<file path="src/rtl/buffer_circ_pkg.sv">
// Shared helpers for the variable-count circular buffer.
// Width function, default widths and modulo pointer add.
package buffer_circ_pkg;

  function automatic int clog2(input int v);
    int r;
    r = 0;
    while ((1 << r) < v) r++;
    return r;
  endfunction

  localparam int CW = clog2(4 + 1);
  localparam int CR = clog2(2 + 1);
  localparam int CN = clog2(16 + 1);

  // operands are below m, so one subtract is enough
  function automatic int wrap_add(
    input int a,
    input int b,
    input int m
  );
    int s;
    s = a + b;
    return (s >= m) ? s - m : s;
  endfunction

endpackage

</file>
<file path="src/rtl/circ_ptr.sv">
// Registered ring pointer with modulo advance.
// Also exposes ptr+k mod DEPTH for k < STEP_MAX.
module circ_ptr
  import buffer_circ_pkg::*;
#(
  parameter int DEPTH    = 16,
  parameter int STEP_MAX = 4,
  parameter int AW = (DEPTH > 1) ? clog2(DEPTH) : 1,
  parameter int SW = clog2(STEP_MAX + 1)
) (
  input  logic                   clk,
  input  logic                   rst,
  input  logic                   clr,
  input  logic                   adv,
  input  logic [SW-1:0]          step,
  output logic [AW-1:0]          ptr,
  output logic [STEP_MAX*AW-1:0] offs
);

  // pointer register, cleared by reset or flush
  always_ff @(posedge clk) begin
    if (!rst) begin
      ptr <= '0;
    end else if (clr) begin
      ptr <= '0;
    end else if (adv) begin
      ptr <= AW'(wrap_add(int'(ptr), int'(step), DEPTH));
    end
  end

  // lane addresses relative to the pointer
  always_comb begin
    offs = '0;
    for (int k = 0; k < STEP_MAX; k++) begin
      offs[k*AW +: AW] = AW'(wrap_add(int'(ptr), k, DEPTH));
    end
  end

endmodule

</file>
<file path="src/rtl/buffer_circ_var.sv">
// Circular buffer with multi-word write/read per cycle.
// Show-ahead output, level flags, sticky error flags.
module buffer_circ_var
  import buffer_circ_pkg::*;
#(
  parameter int SIZE      = 8,
  parameter int DEPTH     = 16,
  parameter int PAR_WRITE = 4,
  parameter int PAR_READ  = 2,
  parameter int AF_LEVEL  = 12,
  parameter int AE_LEVEL  = 2
) (
  input  logic                          clk,
  input  logic                          rst,
  input  logic                          flush,
  input  logic                          wen,
  input  logic [clog2(PAR_WRITE+1)-1:0] wcnt,
  input  logic [PAR_WRITE*SIZE-1:0]     din,
  output logic                          ready,
  input  logic                          ren,
  input  logic [clog2(PAR_READ+1)-1:0]  rcnt,
  output logic [PAR_READ*SIZE-1:0]      dout,
  output logic                          valid,
  output logic                          full,
  output logic                          empty,
  output logic                          almost_full,
  output logic                          almost_empty,
  output logic [clog2(DEPTH+1)-1:0]     count,
  output logic                          overflow,
  output logic                          underflow
);

  localparam int NC = clog2(DEPTH + 1);
  localparam int AW = (DEPTH > 1) ? clog2(DEPTH) : 1;

  logic [SIZE-1:0]           mem [DEPTH];
  logic [AW-1:0]             wptr;
  logic [AW-1:0]             rptr;
  logic [PAR_WRITE*AW-1:0]   woff;
  logic [PAR_READ*AW-1:0]    roff;
  logic                      clr;
  logic                      wr_acc;
  logic                      rd_acc;
  int                        wa;
  int                        ra;

  assign ready = (int'(wcnt) <= PAR_WRITE) &&
                 (DEPTH - int'(count) >= int'(wcnt));
  assign valid = (int'(rcnt) <= PAR_READ) &&
                 (int'(count) >= int'(rcnt));

  assign clr    = flush;
  assign wr_acc = wen && ready && !flush;
  assign rd_acc = ren && valid && !flush;
  assign wa     = wr_acc ? int'(wcnt) : 0;
  assign ra     = rd_acc ? int'(rcnt) : 0;

  assign full         = int'(count) == DEPTH;
  assign empty        = count == '0;
  assign almost_full  = int'(count) >= AF_LEVEL;
  assign almost_empty = int'(count) <= AE_LEVEL;

  circ_ptr #(.DEPTH(DEPTH), .STEP_MAX(PAR_WRITE)) u_wptr (
    .clk  (clk),
    .rst  (rst),
    .clr  (clr),
    .adv  (wr_acc),
    .step (wcnt),
    .ptr  (wptr),
    .offs (woff)
  );

  circ_ptr #(.DEPTH(DEPTH), .STEP_MAX(PAR_READ)) u_rptr (
    .clk  (clk),
    .rst  (rst),
    .clr  (clr),
    .adv  (rd_acc),
    .step (rcnt),
    .ptr  (rptr),
    .offs (roff)
  );

  // storage writes, lanes beyond wcnt untouched
  always_ff @(posedge clk) begin
    for (int i = 0; i < PAR_WRITE; i++) begin
      if (rst && wr_acc && i < int'(wcnt)) begin
        mem[woff[i*AW +: AW]] <= din[i*SIZE +: SIZE];
      end
    end
  end

  // occupancy and sticky error flags
  always_ff @(posedge clk) begin
    if (!rst) begin
      count     <= '0;
      overflow  <= 1'b0;
      underflow <= 1'b0;
    end else if (flush) begin
      count     <= '0;
      overflow  <= 1'b0;
      underflow <= 1'b0;
    end else begin
      count <= NC'(int'(count) + wa - ra);
      if (wen && !ready) overflow <= 1'b1;
      if (ren && !valid) underflow <= 1'b1;
    end
  end

  // show-ahead read lanes, empty lanes forced to zero
  always_comb begin
    dout = '0;
    for (int j = 0; j < PAR_READ; j++) begin
      if (j < int'(count)) begin
        dout[j*SIZE +: SIZE] = mem[roff[j*AW +: AW]];
      end
    end
  end

endmodule
</file>
<file path="config.mk">
export PLATFORM = sky130hd
export DESIGN_NAME = buffer_circ_var
export DESIGN_NICKNAME = d
export VERILOG_FILES = /design/src/rtl/buffer_circ_pkg.sv /design/src/rtl/circ_ptr.sv /design/src/rtl/buffer_circ_var.sv
export SDC_FILE = /design/constraint.sdc
export NUM_CORES = 1
export LEC_CHECK = 0
export CAP_MARGIN = 25
export CORE_MARGIN = 5
export CORE_UTILIZATION = 30
export CTS_CLUSTER_SIZE = 16
export DETAILED_ROUTE_END_ITERATION = 10
export PLACE_DENSITY_LB_ADDON = 0.08
export SYNTH_ARGS = -nofsm -noshare
export SYNTH_HDL_FRONTEND = slang
export SYNTH_SLANG_ARGS = --single-unit
</file>
<file path="constraint.sdc">
create_clock -name clk -period 3.94 [get_ports clk]
set_input_delay 0.591 -clock clk [delete_from_list [all_inputs] [get_ports clk]]
set_output_delay 0.591 -clock clk [all_outputs]
set_load 0.01 [all_outputs]
</file>
==> metrics, run 1 <==
wire per inst=30.9 um; WP data arrival=3170 ps; Syn Nets=1245; Root Driver=clkbuf_16; critical path required time=3350 ps; Rows=73; peak supply drop=0.333 mV; Detailed Route WL=55.9 mm; clock skew=13.7 ps; worst-skew pair later-pin latency=450 ps; CP cell instances=ha_2 -> buf_4 -> mux4_2 -> nor2b_1 -> a211oi_1 -> a211oi_1 -> clkdlybuf4s50_1; Fmax=266 MHz; Worst Setup End Kind=output port; period utilization=0.954; I/O pin cnt=71; yosys warns=0; Final Hold Vio Count=0; cts bufs inserted=17; Placed Cells=1776; Crit Path Category=register to output port; Lkg Pwr=5.04 nW; Worst path most repeated cell=a211oi_1; Max Fanout on Critical Path=10; GP Congestion=0.934; delay-heaviest family, CP=buffers and inverters; HPWL Detailed=41.7 mm; IO Port Bufs=70; Gate Count Post-Synth=1174; # DRC=0; CTS tree=done; layout cell share with drive strength beyond 1=0.233; Syn Area/Cell=10.3 um^2; asr flop ratio synth=0; Tightest Pin Transition=1200 ps; vias in the first global route=10594; final setup violation count=0; CP peak stage delay=530 ps; vias=11184; R2R Setup Slk=350 ps; Min Hold Slack=466 ps; worst path buffer plus inverter count=2; cell area power density=386 nW/um^2; vias per cell=6.19; Starting Density=0.303; largest net degree at the start of global routing=44; RSZ-0062 raised after global routing=no; Core Region=39700 um^2; clock transition at the registers of the reported paths=70 ps; post-route ant nets=0; post-CTS setup buffers=0; Post-Layout Cell Count=1807; grt ovf=0; CTS H-tree depth=4; DIE AREA=44300 um^2; most used flip-flop cell after synthesis=edfxtp_1; first-pass GRT wire length=79.9 mm; Final min period=3760 ps; Netlist Area Pre-Place=12100 um^2; worst min-delay path category=register to register; register area share after synthesis=0.350; worst relative slew slack=0.197; Clock Sink Count=147; Starting DRT DRC Count=1484; TNS Setup=0 ps; GRT Total Usage=0.248; Max-Cap Viols=0; number of synthesized flops with an enable pin=128; # diodes=0; drt pass-1 iters=6; Die Y=210 um; nets=1341; initial antenna violation count=0; Critical Path Start Type=register; Die Wd=210 um; Synth-to-Final Area Change=21.1%; max-slew violation count=0; status=finished, final reports clean; Max Root-Sink Buffers=2; count of different cell masters after synthesis=68; fill cell total of the finished layout=3981; CP max-delay cell=ha_2; register bit total from synthesis=147
stage by stage:
stage	total power [W]	utilization	area, um^2	setup WS (ps)
floorplan	0.00294	-	12100	174
global placement	0.00398	0.352	14000	-103
detailed placement	0.00399	0.353	14000	-155
CTS	0.00566	0.367	14600	51.0
global route	0.00589	0.368	14600	6.05
finish	0.00564	0.368	14600	180
timing repair:
item,in CTS,in global routing
endpoints found under the setup margin,0,1
resized for setup,0,1
hold buffers,0,0
endpoints found under the hold margin,0,0
power breakdown:
group | switching (W) | internal (W) | leakage (nW) | total (W)
clock | 0.000728 | 0.000941 | 0.279 | 0.00167
sequential | 0.0000263 | 0.00174 | 1.31 | 0.00176
combinational | 0.00130 | 0.000910 | 3.46 | 0.00221
worst min-delay path, cell delays in order (launching register included):
cell and delay (ps):
dfxtp_1 330, a21oi_1 40, nor2_1 70
layer usage:
metal | vias up | global-route usage | share of wire
li1 | 4823 | - | -
met2 | 696 | 0.367 | 0.43
met3 | 136 | 0.0609 | 0.093
met5 | - | 0 | 0
met1 | 5529 | 0.354 | 0.44
met4 | 0 | 0.0876 | 0.040
Yosys cell counts (all sizes together), types with 18 or more instances:
library cell    n  share of area
a21oi          49          0.020
o21ai          55          0.023
o22ai          83          0.043
a211oi         39          0.029
nand3          29          0.014
a221oi         33          0.024
a2bb2oi        33          0.024
ha             25          0.026
clkbuf         80          0.025
nor2b          20          0.010
buf            44          0.017
nand2          66          0.021
dfxtp          19          0.032
mux2           32          0.030
mux4           72           0.13
inv            48          0.015
nor2           71          0.022
a21o           18          0.011
mux2i          64          0.053
o31ai          18          0.011
edfxtp        128           0.32
sequential cells by signal, indices dropped and copies added, names as in the netlist, named ones only:
register	flops
underflow	1
count	5
overflow	1
u_wptr.ptr	4
u_rptr.ptr	4
mem	128
kinds of logic (layout without fill, tap and decap cells):
logic type / after synthesis / in the layout / synth area share
AOI/OAI and AO/OA: 363 / 363 / 0.209
and+or+nand+nor: 278 / 278 / 0.121
buffers and inverters: 172 / 280 / 0.0564
muxes: 168 / 168 / 0.217
DFF: 147 / 147 / 0.350
adders and majority gates: 29 / 29 / 0.0326
xor gates and xnor gates: 17 / 17 / 0.0123
cell usage in the layout, fill, tap and decap left out, types with 5 or more instances in the layout:
master / instances
o21ai_0: 53
nor4_1: 9
a211oi_1: 32
xnor2_1: 12
buf_12: 6
o211ai_1: 5
edfxtp_1: 128
ha_1: 24
and3_1: 16
mux2_2: 32
o22ai_1: 83
a31oi_1: 9
nor3_1: 11
or3_1: 5
nor2_1: 69
buf_4: 121
nand4_1: 10
mux2i_1: 64
nand2_1: 64
o2111ai_1: 8
mux4_2: 72
and2_1: 12
dfxtp_1: 17
a2bb2oi_1: 33
a221oi_1: 33
nand3_1: 25
clkbuf_16: 17
o31ai_1: 18
clkdlybuf4s50_1: 70
inv_1: 48
a21oi_1: 49
nor2b_1: 20
a21o_1: 18
worst paths after layout:
kind	cells past startpoint	endpoint	start
min	2	underflow$_SDFFE_PP0P_	underflow$_SDFFE_PP0P_
max reg2reg	8	mem[14][4]$_DFFE_PP_	count[3]$_SDFF_PP0_
min reg2reg	2	underflow$_SDFFE_PP0P_	underflow$_SDFFE_PP0P_
max	7	dout[9]	u_rptr.ptr[1]$_SDFFE_PP0N_
final cells by class:
class	instances	area, um^2	share of cell area
clock inverter	13	153	0.0105
inverter	48	180	0.0123
clock buffer	18	429	0.0294
sequential	147	4230	0.289
tap	525	657	0.0450
multi-input combinational	855	7170	0.491
timing repair buffer	201	1790	0.122
(Power assumes the default switching activity.)
==> run 2, diff against run 1 <==
--- a/config.mk
+++ b/config.mk
@@ -11,6 +11,7 @@
 export CTS_CLUSTER_SIZE = 16
 export DETAILED_ROUTE_END_ITERATION = 10
 export PLACE_DENSITY_LB_ADDON = 0.08
+export SKIP_LAST_GASP = 1
 export SYNTH_ARGS = -nofsm -noshare
 export SYNTH_HDL_FRONTEND = slang
 export SYNTH_SLANG_ARGS = --single-unit
==> results of run 2 <==
Same layout as run 1: the final DEF is identical, and so are final timing and power.
